**src/rtl/mips_io_port.sv**
```systemverilog
// mips_io_port: memory-mapped I/O responder on the MIPS data bus.
// It provides a synchronized input port with change detection and a FIFO-drained output port.
module mips_io_port #(
    parameter logic [31:0] BASE_ADDR = 32'hFFFF_0000,
    parameter int FIFO_DEPTH = 4
) (
    input  logic        clk,
    input  logic        reset,
    input  logic [31:0] Address,
    input  logic [31:0] WriteData,
    input  logic        MemWrite,
    input  logic        MemRead,
    output logic [31:0] ReadData,
    output logic        Hit,
    input  logic [7:0]  PortIn,
    output logic [31:0] port_out_data,
    output logic        port_out_valid,
    input  logic        port_out_ready
);
    localparam int AW = $clog2(FIFO_DEPTH);
    logic [7:0]  sync1, sync2, prev;
    logic        inChanged, overflow;
    logic [31:0] lastOut, rdMux;
    logic [AW-1:0] wrPtr, rdPtr;
    logic [AW:0] count;
    logic [31:0] mem [FIFO_DEPTH];
    logic [1:0]  offset;
    logic        push, pop, doPush, ctrlWr, full, empty, chgSet, ovfSet, unusedBits;
    assign unusedBits = ^Address[1:0];
    assign offset = Address[3:2];
    assign Hit = Address[31:4] == BASE_ADDR[31:4];
    assign push = Hit & MemWrite & (offset == 2'd2);
    assign ctrlWr = Hit & MemWrite & (offset == 2'd3);
    assign empty = count == '0;
    // Depth is a power of two and count never exceeds it, so the MSB alone means full.
    assign full = count[AW];
    assign pop = port_out_valid & port_out_ready;
    assign doPush = push & (~full | pop);
    assign ovfSet = push & full & ~pop;
    assign chgSet = sync2 != prev;
    assign port_out_valid = ~empty;
    assign port_out_data = mem[rdPtr];
    always_comb begin
        rdMux = offset == 2'd0 ? {24'b0, sync2} :
                offset == 2'd1 ? {28'b0, overflow, full, empty, inChanged} :
                offset == 2'd2 ? lastOut : 32'h0;
    end
    assign ReadData = (Hit & MemRead) ? rdMux : 32'h0;
    always_ff @(posedge clk or negedge reset) begin
        if (!reset) begin
            sync1 <= '0;
            sync2 <= '0;
            prev <= '0;
            inChanged <= 1'b0;
            overflow <= 1'b0;
            lastOut <= '0;
            wrPtr <= '0;
            rdPtr <= '0;
            count <= '0;
        end else begin
            sync1 <= PortIn;
            sync2 <= sync1;
            prev <= sync2;
            // A set landing on the same edge as a clear takes priority.
            inChanged <= chgSet | (inChanged & ~(ctrlWr & WriteData[0]));
            overflow <= ovfSet | (overflow & ~(ctrlWr & WriteData[1]));
            if (push) lastOut <= WriteData;
            if (doPush) wrPtr <= wrPtr + 1'b1;
            if (pop) rdPtr <= rdPtr + 1'b1;
            count <= count + {{AW{1'b0}}, doPush} - {{AW{1'b0}}, pop};
        end
    end
    always_ff @(posedge clk) begin
        if (doPush) mem[wrPtr] <= WriteData;
    end
endmodule

```
**config.mk**
```make
export PLATFORM = sky130hd
export DESIGN_NAME = mips_io_port
export DESIGN_NICKNAME = d
export VERILOG_FILES = /design/src/rtl/mips_io_port.sv
export SDC_FILE = /design/constraint.sdc
export NUM_CORES = 1
export LEC_CHECK = 0
export CORE_MARGIN = 5
export CORE_UTILIZATION = 25
export CTS_CLUSTER_SIZE = 14
export DETAILED_ROUTE_END_ITERATION = 7
export REMOVE_ABC_BUFFERS = 1
export SKIP_LAST_GASP = 1
export SLEW_MARGIN = 20
export SYNTH_ARGS = -nofsm -noshare
export SYNTH_HDL_FRONTEND = slang
export SYNTH_SLANG_ARGS = --single-unit
```
**constraint.sdc**
```tcl
create_clock -name clk -period 2.2 [get_ports clk]
set_clock_uncertainty 0.05 [all_clocks]
set_input_delay 0.22 -clock clk [delete_from_list [all_inputs] [get_ports clk]]
set_output_delay 0.22 -clock clk [all_outputs]
set_load 0.03 [all_outputs]
```
### Word level (Yosys, flattened, before mapping)

Memories as Yosys holds them, arrays and structs flattened.
Index checks and enable logic that the tools add are counted.

* $add $sub $neg: 4
* equal/unequal tests: 5
* multiplexer cells: 6
* bitwise operators: 20
* reduce and logical (&&, ||, !) cells: 2

Operators with widths (count)
* 32-bit 2-to-1 mux: 4
* 28-bit == test, second input constant: 1
* 1-bit AND: 12
* 8-bit inequality test: 1
* 1-bit inverter: 5
* 2-bit by 1-bit adder with 2-bit output, second input constant: 2
* 2-bit == test, second input constant: 2
* 3-bit by 1-bit adder with 3-bit output: 1
* 3-bit zero test: 1
* 1-bit bitwise OR: 3
* 3-bit by 1-bit subtractor with 3-bit output: 1
* 2-bit by 1-bit == test with 1-bit output, second input constant: 1
* 2-bit zero test: 1
* 1-bit 2-to-1 mux: 2

* register bits after elaboration: 65
* memory bits (writable): 128
* memories: 1

Memories
* mem: words 4, bits a word 32, rd ports 1, clocked after memory_dff 0, wr ports 1, RTL line 26 `logic [31:0] mem [FIFO_DEPTH];`

### Longest topological paths before layout

* depth in word-level cells: 7
* mapped depth: 10
* depth with buffers taken out: 10

### Worst setup path after synthesis

No wires, ideal clock.

* path kind: reg-to-reg
* start: reg count[2]
* end: reg count[2]
* library setup time: 0.123 ns
* arrival time: 2.328 ns
* data required time: 2.027 ns
* slack: -0.301 ns
* stages on the path, launching flop included: 10
* path buffers: 0
* cell sequence: dfrtp_1 or3_1 and2_1 ha_1 inv_1 ha_1 inv_1 fa_1 xnor2_1 xnor2_1

* cells in the longest elaborated chain, start to end: 7
* elaborated cells between the ends (all ways): 8

Ends and longest elaborated chain
* start: declaration: RTL line 25 `logic [AW:0] count;`
* start signal: assignment: RTL line 70 `count <= count + {{AW{1'b0}}, doPush} - {{AW{1'b0}}, pop};`
* 3-bit zero test *: RTL line 34 `assign empty = count == '0;`
* 1-bit inverter *: RTL line 41 `assign port_out_valid = ~empty;`
* named net port_out_valid: RTL line 17 `output logic port_out_valid,`
* 1-bit AND *: RTL line 37 `assign pop = port_out_valid & port_out_ready;`
* named net pop: RTL line 28 `logic push, pop, doPush, ctrlWr, full, empty, chgSet, ovfSet, unusedBits;`
* 1-bit bitwise OR: RTL line 38 `assign doPush = push & (~full | pop);`
* 1-bit AND: RTL line 38
* 3-bit by 1-bit adder with 3-bit output: RTL line 70
* 3-bit by 1-bit subtractor with 3-bit output *: RTL line 70

Mark *: on every way through the listed nets, which the timed path passes. The rest lies on a longest branch.
A chain may end at the register's enable or synchronous reset.

### Final worst setup path

* start: in Address[18]
* end: reg count[2]

* cells in the longest elaborated chain, start to end: 6

Ends and longest elaborated chain
* start: declaration: RTL line 9 `input logic [31:0] Address,`
* 28-bit == test: RTL line 31 `assign Hit = Address[31:4] == BASE_ADDR[31:4];`
* 1-bit AND (2 in a row): RTL line 32 `assign push = Hit & MemWrite & (offset == 2'd2);`
* 1-bit AND: RTL line 38
* 3-bit by 1-bit adder with 3-bit output: RTL line 70
* 3-bit by 1-bit subtractor with 3-bit output: RTL line 70

No other way between the ends.

==> metrics <==
Worst Hold Endpoint sync1[6]$_DFF_PN0_; clock sink count just under 200; setup ws final -0.0786 ns; share of the synthesized area in the top cell type slightly above 50%; core footprint 0.0298 sq mm; worst hold path depth 1; worst skew pair latency between 0.4 and 0.5 ns; sequential-to-total area share from yosys stat just over 70%; crit path launch type primary input; clock share of power 43.7%; buffers added on ports 140; min-delay src PortIn[6]; post-synthesis register bit count 193; slew of the pin with the lowest slew margin 0.881 ns; Post-Layout Cell Count around 1000; Synth Warn # 0; Crit. End Element flop; clk root buf clkbuf_16; Net Sw Power roughly 0.0016 W; cell taking the most area after synthesis edfxtp_1; Power Dens Cells 682 mW/mm^2; ys async rst share 33.7%; CTS Buf Count 17; CTS tree done; die width 184 microns; Area Overhead vs Synth 42.9%; part of the cycle the worst path needs 104%; Req. time, crit path 2.47 ns; vias between 4k and 5k; share of cells above drive strength 1 ~45%; crit path kind in2reg; sequential power share between 50% and 60%; clock-pin slew on the worst setup and hold paths 0.07 ns; global-route wire length before repair roughly 28000 microns; max-cap viol count 0; Longest Clk Path Bufs 2; Antenna Nets Post-Route 0; Pre-antenna DRT Iters 4; Post-Syn Instances between 300 and 400; Avg Synthesized Cell Area ~19 sq um; final slew viol count 0; Vias/cell approximately 4.2; drt first-iter violations roughly 160; Worst Path Arrival about 2.6 ns; drt total wl between 15000 and 20000 microns; Final nets just under 700; top cells by count, synth edfxtp_1, dfrtp_1, mux4_2; violated checks negative setup slack; Fill cells 2759; diode count 0; Slew Limit Headroom between 40% and 50%; Pwr Total 0.00740 W; Post-Syn Area 0.00759 sq mm; Post-synth EDFFs 128; ranking of synthesized cells by area edfxtp_1, dfrtp_1, mux4_2; num ports approximately 140; reg-to-reg startpoint count[2]$_DFF_PN0_; count leader, synth edfxtp_1; Reg2Reg Capture Point count[2]$_DFF_PN0_; maximum clock rate approximately 440 MHz; H-tree level count 4; placer's final routability congestion estimate between 0.7 and 0.8; RSZ-0062 raised after global routing true; row cnt 63; Hold Crit Class in2reg; wire per inst between 15 and 20 microns; crit path time final between 2 and 2.5 ns; largest net degree at the start of global routing a little over 60; status finished, violations left; initial core utilization 25.5%; switch share 22.0%; Comb pwr share roughly 3.5%; placed insts roughly 940; final number of setup-violating endpoints 2; residual DRC count 0; Cell variety after synth 37; Critical Path Fanout Max 2; grt ovf 0; antenna violations before repair 0; IR drop worst, VDD about 0.00052 V; R2R cell count 10; worst reg2reg setup slack around 0.04 ns; top_reg_cell synth edfxtp_1; die area 0.0339 sq mm; hold slack roughly 0.17 ns; Hold Violations, Final 0; Lkg Pwr roughly 4.2 nW; Die Height about 180 microns; DP Wirelength between 10000 and 15000 microns; vias in the first global route about 4.8k; internal power 0.00577 W; Total GRT Usage between 10% and 20%
==> cell usage in the layout (no fill, tap or decap), types with 7 or more instances in the layout <==
master / synthesis / routed
mux2_4: 30 / 30
edfxtp_1: 128 / 128
and2_4: 0 / 18
buf_2: 3 / 15
buf_4: 0 / 52
mux4_2: 32 / 32
nor2_1: 14 / 12
dlygate4sd2_1: 0 / 12
clkbuf_2: 0 / 7
clkbuf_16: 0 / 19
clkdlybuf4s50_1: 0 / 50
dfrtp_1: 65 / 63
buf_6: 1 / 28
and2_1: 25 / 7
buf_12: 3 / 23
mux2i_1: 8 / 8
xor2_1: 9 / 9
==> power by group through the flow <==
stage	combinational [W]	clock, W	sequential [W]
after CTS	0.000251	0.00333	0.00391
after detailed placement	0.000249	0	0.00399
after global routing	0.000280	0.00348	0.00391
after global placement	0.000239	0	0.00398
final	0.000257	0.00324	0.00391
after floorplan	0.0000304	0	0.00398
==> stage by stage <==
step	area [sq um]	utilization [%]	setup WS, ns	setup TNS, ns
floorplan	7470	-	-0.301	-25.53
global placement	9710	32.6	-0.563	-45.68
detailed placement	9710	32.6	-0.672	-58.56
CTS	10800	36.2	-0.0847	-0.849
global route	10800	36.4	-0.0956	-0.139
finish	10800	36.4	-0.0786	-0.0865
==> worst max-delay path, stage by stage <==
cell	delay, ns
clkdlybuf4s50_1	0.46
nand4_1	0.20
buf_4	0.21
nor2_4	0.08
nand4_1	0.22
ha_4	0.32
inv_4	0.06
ha_4	0.12
inv_2	0.03
fa_2	0.34
xnor2_2	0.15
xnor2_1	0.12
==> worst max-delay path by stage <==
stage / startpoint / to / slack, ns / depth (start not counted)
floorplan: count[2]$_DFF_PN0_ / count[2]$_DFF_PN0_ / -0.30 / 9
global placement: Address[12] / count[2]$_DFF_PN0_ / -0.56 / 11
detailed placement: Address[12] / count[2]$_DFF_PN0_ / -0.67 / 11
CTS: rdPtr[0]$_DFFE_PN0P_ / port_out_data[29] / -0.08 / 4
global route: Address[18] / count[2]$_DFF_PN0_ / -0.1 / 12
finish: Address[18] / count[2]$_DFF_PN0_ / -0.08 / 12
==> routing by layer <==
layer	track usage, %	vias to the layer above	share of wire [%]
met5	0	-	0
li1	-	1904	-
met2	19.3	144	51
met1	13.7	2113	43
met3	3.00	22	5.2
met4	3.40	0	1.5
==> flip-flops by register name (all words and copies together), names as in the netlist <==
signal,cells
mem,128
lastOut,32
prev,8
sync1,8
sync2,8
count,3
rdPtr,2
wrPtr,2
inChanged,1
overflow,1
==> final cells by class <==
class / instances / area, sq um / share of cell area (%)
flip-flops and latches: 193 / 5470 / 50.5
multi-input cells: 175 / 2170 / 20.1
repair buffers: 199 / 2060 / 19.0
well taps: 390 / 488 / 4.50
clock buffers: 17 / 425 / 3.92
clock inverters: 15 / 194 / 1.79
inverters: 6 / 25.0 / 0.231
==> logic make-up after synthesis <==
| family | synth area share, % |
|---|---|
| multiplexers | 16.9 |
| XOR/XNOR | 1.50 |
| flip-flops | 72.1 |
| buffers and inverters | 1.88 |
| AND/OR/NAND/NOR | 5.79 |
| AO/OA/AOI/OAI | 0.577 |
| adder cells (fa/ha/maj) | 1.25 |
==> repair_timing <==
action                                  4_1_cts  5_1_grt
hold buffers                                  1        0
hold endpoints to repair                     59        0
pin swaps                                    17       17
gates cloned                                  4        2
buffers inserted                             17        8
gates resized for setup                     155       75
endpoints found under the setup margin       66       87
Note: power is estimated with default switching activity, not from simulation.
